<file path="src/rtl/mem_stage_access_unit.sv">
// Memory-access pipeline stage: drives a req/ack data bus for loads and stores,
// steers byte lanes, extends load data and stalls the pipeline while the bus is busy.
module mem_stage_access_unit #(
  parameter int TIMEOUT_CYCLES = 16
) (
  input  logic        clk,
  input  logic        resetN,
  input  logic [31:0] memAluResult,
  input  logic [31:0] memWriteData,
  input  logic        memMemRead,
  input  logic        memMemWrite,
  input  logic [2:0]  memFunct3,
  input  logic [4:0]  memWriteRegisterIndexIn,
  input  logic        memMemToRegIn,
  input  logic        memRegWriteIn,
  input  logic        busAck,
  input  logic [31:0] busRdata,
  output logic        busReq,
  output logic        busWe,
  output logic [31:0] busAddr,
  output logic [31:0] busWdata,
  output logic [3:0]  busWstrb,
  output logic [31:0] memMemoryData,
  output logic [31:0] memExecutionData,
  output logic [4:0]  memWriteRegisterIndex,
  output logic        memMemToReg,
  output logic        memRegWrite,
  output logic        memStall,
  output logic        memAccessFault
);

  localparam logic [1:0] ST_IDLE = 2'd0;
  localparam logic [1:0] ST_WAIT = 2'd1;
  localparam logic [1:0] ST_DONE = 2'd2;

  localparam int CW = $clog2(TIMEOUT_CYCLES + 2);
  localparam logic [CW-1:0] CNT_ONE  = CW'(1);
  localparam logic [CW-1:0] CNT_ZERO = CW'(0);
  localparam logic [CW-1:0] CNT_MAX  = {CW{1'b1}};
  // The counter already holds the IDLE request cycle, so the limit is one less.
  localparam logic [CW-1:0] TO_LIMIT = CW'(TIMEOUT_CYCLES - 1);

  logic [1:0]    state_r;
  logic [31:0]   loadData_r;
  logic          fault_r;
  logic [CW-1:0] count_r;

  logic [1:0] offset_s;
  logic       isAccess_s;
  logic       isLoad_s;
  logic       isStore_s;
  logic       badAccess_s;
  logic       fault_s;
  logic       timeout_s;
  logic       reqRaw_s;
  logic       stallRaw_s;
  logic       faultRaw_s;

  function automatic logic [31:0] extractLoad(input logic [31:0] rdata,
                                              input logic [2:0]  funct3,
                                              input logic [1:0]  offset);
    logic [7:0]  b;
    logic [15:0] h;
    logic [31:0] r;
    b = rdata[{offset, 3'b000} +: 8];
    h = offset[1] ? rdata[31:16] : rdata[15:0];
    case (funct3)
      3'b000:  r = {{24{b[7]}}, b};
      3'b001:  r = {{16{h[15]}}, h};
      3'b010:  r = rdata;
      3'b100:  r = {24'h000000, b};
      3'b101:  r = {16'h0000, h};
      default: r = 32'h0000_0000;
    endcase
    return r;
  endfunction

  function automatic logic [31:0] storeLanes(input logic [31:0] wd, input logic [1:0] size);
    logic [31:0] r;
    case (size)
      2'b00:   r = {4{wd[7:0]}};
      2'b01:   r = {2{wd[15:0]}};
      default: r = wd;
    endcase
    return r;
  endfunction

  function automatic logic [3:0] storeStrobe(input logic [1:0] size, input logic [1:0] offset);
    logic [3:0] r;
    case (size)
      2'b00:   r = 4'b0001 << offset;
      2'b01:   r = 4'b0011 << offset;
      default: r = 4'b1111;
    endcase
    return r;
  endfunction

  // Decode access kind, alignment/illegal-size faults and the timeout condition.
  always_comb begin
    offset_s    = memAluResult[1:0];
    isAccess_s  = memMemRead | memMemWrite;
    isStore_s   = memMemWrite;
    isLoad_s    = memMemRead & ~memMemWrite;
    badAccess_s = 1'b0;
    case (memFunct3)
      3'b000, 3'b100: badAccess_s = 1'b0;
      3'b001, 3'b101: badAccess_s = offset_s[0];
      3'b010:         badAccess_s = (offset_s != 2'b00);
      default:        badAccess_s = 1'b1;
    endcase
    fault_s = isAccess_s & badAccess_s;
    if ((TIMEOUT_CYCLES != 0) && (state_r == ST_WAIT)) begin
      timeout_s = (count_r >= TO_LIMIT);
    end else begin
      timeout_s = 1'b0;
    end
  end

  // Access sequencer: IDLE -> WAIT -> DONE, capturing load data or a timeout fault.
  always_ff @(posedge clk or negedge resetN) begin
    if (!resetN) begin
      state_r    <= ST_IDLE;
      loadData_r <= 32'h0000_0000;
      fault_r    <= 1'b0;
      count_r    <= CNT_ZERO;
    end else begin
      case (state_r)
        ST_IDLE: begin
          fault_r <= 1'b0;
          if (isAccess_s && !fault_s) begin
            state_r <= ST_WAIT;
            count_r <= CNT_ONE;
          end
        end
        ST_WAIT: begin
          if (busAck) begin
            loadData_r <= isLoad_s ? extractLoad(busRdata, memFunct3, offset_s) : 32'h0000_0000;
            state_r    <= ST_DONE;
            count_r    <= CNT_ZERO;
          end else if (timeout_s) begin
            loadData_r <= 32'h0000_0000;
            fault_r    <= 1'b1;
            state_r    <= ST_DONE;
            count_r    <= CNT_ZERO;
          end else if (count_r != CNT_MAX) begin
            count_r <= count_r + CNT_ONE;
          end
        end
        ST_DONE: begin
          state_r <= ST_IDLE;
          fault_r <= 1'b0;
        end
        default: begin
          state_r <= ST_IDLE;
          fault_r <= 1'b0;
          count_r <= CNT_ZERO;
        end
      endcase
    end
  end

  // Bus and MEM/WB outputs; request, stall and fault are forced low while in reset.
  always_comb begin
    busAddr               = {memAluResult[31:2], 2'b00};
    memExecutionData      = memAluResult;
    memWriteRegisterIndex = memWriteRegisterIndexIn;
    memMemToReg           = memMemToRegIn;
    memMemoryData         = 32'h0000_0000;
    memRegWrite           = memRegWriteIn;
    reqRaw_s              = 1'b0;
    stallRaw_s            = 1'b0;
    faultRaw_s            = 1'b0;
    case (state_r)
      ST_IDLE: begin
        if (fault_s) begin
          memRegWrite = 1'b0;
          faultRaw_s  = 1'b1;
        end else if (isAccess_s) begin
          memRegWrite = 1'b0;
          reqRaw_s    = 1'b1;
          stallRaw_s  = 1'b1;
        end else begin
          memRegWrite = memRegWriteIn;
        end
      end
      ST_WAIT: begin
        memRegWrite = 1'b0;
        reqRaw_s    = 1'b1;
        stallRaw_s  = 1'b1;
      end
      ST_DONE: begin
        memMemoryData = loadData_r;
        memRegWrite   = memRegWriteIn & ~fault_r;
        faultRaw_s    = fault_r;
      end
      default: begin
        memRegWrite = 1'b0;
      end
    endcase

    if (resetN && reqRaw_s) begin
      busReq = 1'b1;
      busWe  = isStore_s;
    end else begin
      busReq = 1'b0;
      busWe  = 1'b0;
    end
    if (busWe) begin
      busWdata = storeLanes(memWriteData, memFunct3[1:0]);
      busWstrb = storeStrobe(memFunct3[1:0], offset_s);
    end else begin
      busWdata = 32'h0000_0000;
      busWstrb = 4'b0000;
    end
    memStall       = resetN & stallRaw_s;
    memAccessFault = resetN & faultRaw_s;
  end

endmodule
</file>
<file path="config.mk">
export PLATFORM = sky130hd
export DESIGN_NAME = mem_stage_access_unit
export DESIGN_NICKNAME = d
export VERILOG_FILES = /design/src/rtl/mem_stage_access_unit.sv
export SDC_FILE = /design/constraint.sdc
export NUM_CORES = 1
export LEC_CHECK = 0
export ABC_CLOCK_PERIOD_IN_PS = 2600
export CORE_MARGIN = 5
export CORE_UTILIZATION = 36
export CTS_CLUSTER_DIAMETER = 50
export DETAILED_ROUTE_END_ITERATION = 7
export PLACE_DENSITY = 0.8
export REMOVE_ABC_BUFFERS = 1
export SETUP_SLACK_MARGIN = 0.5
export SLEW_MARGIN = 20
export SYNTH_ARGS = -nofsm -noshare
export SYNTH_HDL_FRONTEND = slang
export SYNTH_SLANG_ARGS = --single-unit
</file>
<file path="constraint.sdc">
create_clock -name clk -period 2.6 [get_ports clk]
set_clock_uncertainty 0.1 [all_clocks]
set_input_delay 0.52 -clock clk [delete_from_list [all_inputs] [get_ports clk]]
set_output_delay 0.52 -clock clk [all_outputs]
set_load 0.005 [all_outputs]
</file>
# Yosys cells after proc, flatten, opt, wreduce, memory -nomap -nowiden
# Index checks and enable logic that the tools add are counted.
[classes] bitwise_logic=9 mux=34 magnitude_cmp=1 n_reduce_logical=14 n_addsub=1 n_shift=3 eq_ne=13
[ops] cell="two-way mux 32 bit" count=5
[ops] cell="one-hot mux 32 bit (5 select lines)" count=1
[ops] cell="one-hot mux 32 bit (2 select lines)" count=1
[ops] cell="variable part select 32 x 6 -> 8 bit" count=1
[ops] cell="two-way mux 5 bit" count=4
[ops] cell="two-way mux 16 bit" count=1
[ops] cell="one-hot mux 5 bit (3 select lines)" count=1
[ops] cell="two-way mux 1 bit" count=11
[ops] cell="one-hot mux 4 bit (2 select lines)" count=1
[ops] cell="equality test 3 bit, second input constant" count=2
[ops] cell="two-way mux 2 bit" count=3
[ops] cell="!= test 2 bit, second input constant" count=3
[ops] cell="one-hot mux 1 bit (2 select lines)" count=3
[ops] cell="AND reduction 2 bit" count=3
[ops] cell="adder 5 x 1 -> 5 bit, second input constant" count=1
[ops] cell="bitwise AND 1 bit" count=5
[ops] cell="greater-or-equal comparator 5 x 4 -> 1 bit, second input constant" count=1
[ops] cell="!= test 5 bit, second input constant" count=1
[ops] cell="equality test 2 x 1 -> 1 bit, second input constant" count=2
[ops] cell="zero test 2 bit" count=2
[ops] cell="two-way mux 4 bit" count=1
[ops] cell="!= test 4 x 3 -> 1 bit, second input constant" count=1
[ops] cell="one-hot mux 2 bit (2 select lines)" count=1
[ops] cell="nonzero test 2 bit" count=2
[ops] cell="other kinds (14)" count=18
[totals] in_bits=111 ff_bits=40 word_cells=79

# Logic depth before layout (Yosys ltp)
[logic_depth] depth_word=9 ltp_mapped=8

# Worst setup path after synthesis
# Ideal clock, no wire load.
[synth_path] path_type="input -> output" from="in memAluResult[0]" to="out busWdata[13]" arrival_time_ps=1488 path_stages=6 path_slack_ps=492 n_path_buf=3 path_cell_list="buf_6 > nor4_2 > o311ai_2 > buf_4 > buf_4 > a21oi_1"
[synth_between] elab_chain_cells=8
[synth_rtl] item="from (decl)" line_no="8" text="input logic [31:0] memAluResult,"
[synth_rtl] item="nonzero test 2 bit" line_no="108" text="3'b010: badAccess_s = (offset_s != 2'b00);"
[synth_rtl] item="one-hot mux 1 bit (3 select lines) *" line_no="105" text="case (memFunct3)"
[synth_rtl] item="bitwise AND 1 bit *" line_no="111" text="fault_s = isAccess_s & badAccess_s;"
[synth_rtl] item="two-way mux 1 bit *" line_no="175" text="if (fault_s) begin"
[synth_rtl] item="one-hot mux 1 bit (2 select lines) *" line_no="173" text="case (state_r)"
[synth_rtl] item="logical AND 1 bit *" line_no="201" text="if (resetN && reqRaw_s) begin"
[synth_rtl] item="two-way mux 1 bit *" line_no="201"
[synth_rtl] item="two-way mux 32 bit *" line_no="208" text="if (busWe) begin"
[synth_rtl] item="to (decl)" line_no="21" text="output logic [31:0] busWdata,"
# Every way passes the cells marked *; elsewhere a longest branch is shown, timed or not.

# Worst setup path after layout
[layout_path] from="in memAluResult[0]" to="out busWdata[15]"
# Same word-level chain as after synthesis.

==> results.yml <==
run_status:
  status: "completed"
drt:
  drt_iter0_markers: 307
  vias: 3910
  postRouteAntennaNets: 0
  viasPerCell: 5.55
  first_pass_iters: 5
  drc: 0
  routedWlPerCell_um: 24.3
  wl_um: 17100
setup_path:
  path_buf_inv: 6
  critPathKind: "in2out"
  arrival_ns: 1.84
  r2r-start: "count_r[0]"
  start_kind: "input pin"
  end_kind: "primary output"
  path_cells: "buf_8 > nor4_4 > buf_4 > o311ai_4 > buf_6 > buf_6 > buf_16 > a21oi_4 > buf_2"
  critPathMostFrequentCell: "buf_6"
  critPathTopFamily: "buffers and inverters"
  slowest_delay_ns: 0.26
  crit_required_ns: 1.98
  startpoint: "memAluResult[0]"
  r2r_slack_ns: 0.51
  slowest_stage: "nor4_4"
  crit_fanout: 5
global_route:
  grt_start_max_net_pins: 41
  grt_pass1_vias: 3998
  antenna_found_initial: 0
  globalRouteOverflowTotal: 0
  grt_first_pass_wirelength_um: 24300
  grtUsageTotal: 0.252
layout:
  multi_input_area_um2: 2270
  fillerInstances: 823
  final_cell_mix: "clkdlybuf4s50_1 (68), buf_6 (49), buf_4 (47), buf_2 (41), dfrtp_1 (39)"
  final_common_cell: "clkdlybuf4s50_1"
  seqCellArea_um2: 1000
  nNetsFinal: 682
  n_antenna_cell: 0
  areaGrowthSynthToFinish_pct: 58.3
  final_cell_count_no_fill: 705
  drive_gt1_frac: 0.478
floorplanning:
  io_pins: 254
  die-area_um2: 12400
  dieWidth_um: 111
  core_area_um2: 10100
  die_height_um: 111
  start_util: 0.363
  placementRows: 37
timing:
  holdWs_ns: 0.309
  fin_crit_sh: 0.946
  setup_violations: 0
  worst_slew_pin_slew_ns: 0.534
  maxSlewViolCount: 0
  rsz0062_at_grt: "yes"
  min_period_ns: 2.46
  slew_headroom: 0.644
  fmax_ghz: 0.407
  hold_viol: 0
power_and_ir_drop:
  comb_power_share: 0.449
  p_leak_nw: 2.76
  ir_worst_vdd_uv: 178
  totalPowerFinal_mw: 2.33
  p_sw_frac: 0.329
  powerDensity_nw_per_um2: 400
  seqPwrFrac: 0.313
  p_int_mw: 1.57
  clkPwrFrac: 0.238
  power_switching_uw: 767
yosys:
  syn_avg_cell_area_um2: 8.58
  synthFlopType: "dfrtp_1"
  synth_edf_count: 0
  syn-cell-area_um2: 3680
  yosys.cell_types.count: 59
  ys_warn_count: 0
  ys_seq_elements: 40
  ys_seq_area_frac: 0.272
  syn_inst: 429
  async_reset_ff_frac: 1.00
placed_design:
  portBuffers: 149
  gp_congestion: 0.939
  dpl.hpwl_um: 12000
  dp.cells: 655
clocking:
  clock_latency_ns: 0.31
  cts.sinks: 40
  cts_root_buffer: "clkbuf_8"
  cts_tree: "done"
  clk_path_buf_depth: 2
  numCtsBuffers: 5
  htree_levels: 2
  clk_pin_slew_ns: 0.09
worst_hold_path:
  min_path_type: "in2async"
flow_run:
  cap_violations: 0
## cells in the mapped netlist, types with 3 or more instances
library cell	number	area share
buf_6	3	0.0092
mux2i_1	18	0.049
o21ai_0	4	0.0054
a222oi_1	7	0.019
a221oi_1	8	0.019
buf_4	75	0.15
a22o_1	16	0.038
o21a_1	4	0.0082
nand3_2	9	0.024
ha_1	3	0.010
buf_2	10	0.014
nand4_1	3	0.0051
nor2b_1	7	0.012
nor2_1	33	0.034
clkbuf_1	9	0.0092
nand3_1	8	0.011
mux2_2	8	0.024
nand2_1	36	0.037
and2_1	40	0.068
dfrtp_1	40	0.27
a21oi_1	23	0.031
o2bb2ai_1	15	0.036
inv_1	7	0.0071
## sequential cells by signal (all words and copies together), names as in the netlist
register    count
count_r         5
fault_r         1
loadData_r     32
state_r         2
## cell type report
class,count,share of cell area
Clock buffer,6,0.0142
Multi-Input combinational cell,283,0.390
Sequential cell,40,0.172
Timing Repair inverter,1,0.00129
Inverter,8,0.00558
Clock inverter,2,0.00666
Timing Repair Buffer,229,0.381
Tap cell,136,0.0292
## final timing paths
| kind | endpoint | cells after the start |
|---|---|---|
| max | busWdata[15] | 9 |
| min | count_r[2] | 3 |
| max reg2reg | loadData_r[31] | 9 |
| min reg2reg | loadData_r[9] | 1 |
| max in group asynchronous | state_r[0] | 3 |
| min in group clk | loadData_r[9] | 1 |
## per-stage QoR
stage	util	cell area, um^2	TNS, ns	setup WS (ns)
final	0.575	5830	0	0.140
after CTS	0.540	5470	0	0.209
after global routing	0.575	5830	0	0.107
after detailed placement	0.491	4980	-17.08	-0.475
after global placement	0.491	4980	-16.33	-0.438
after floorplan	-	2990	-0.608	-0.0760
## timing repair
| action | in CTS | in global routing |
|---|---|---|
| cloned | 7 | 3 |
| setup endpoints to repair | 113 | 110 |
| hold buffers | 0 | 0 |
| buffers inserted | 21 | 11 |
| gates resized for setup | 373 | 90 |
| endpoints found under the hold margin | 0 | 0 |
| pin swaps | 35 | 14 |
## worst register-to-register path: cells and delay by family (launching register included)
family                   cells  cell delay [ns]
AND/OR/NAND/NOR              4             0.63
flip-flops                   1             0.42
adder cells (fa/ha/maj)      2             0.37
buffers and inverters        2             0.34
AO/OA/AOI/OAI                1             0.15
## layer usage
metal / track usage / share of wire
met1: 0.320 / 0.41
met5: 0.0542 / 0.0035
met4: 0.0754 / 0.035
met2: 0.373 / 0.43
met3: 0.121 / 0.12
## power groups by stage
stage               registers [mW]  clock network [mW]  logic (mW)
detailed placement           0.739                   0       0.719
CTS                          0.725               0.555       0.887
global route                 0.737               0.578        1.10
finish                       0.730               0.556        1.05
global placement             0.735                   0       0.695
floorplan                    0.731                   0       0.297
## cells by family (layout without fill, tap and decap cells)
logic type / after synthesis / after routing / synth area share
AOI/OAI and AO/OA: 94 / 94 / 0.200
adders and majority gates: 3 / 3 / 0.0102
buffers and inverters: 107 / 246 / 0.198
DFF: 40 / 40 / 0.272
muxes: 29 / 29 / 0.0846
other: 1 / 2 / 0.00102
and+or+nand+nor: 155 / 155 / 0.234
Note: power is estimated with default switching activity, not from simulation.
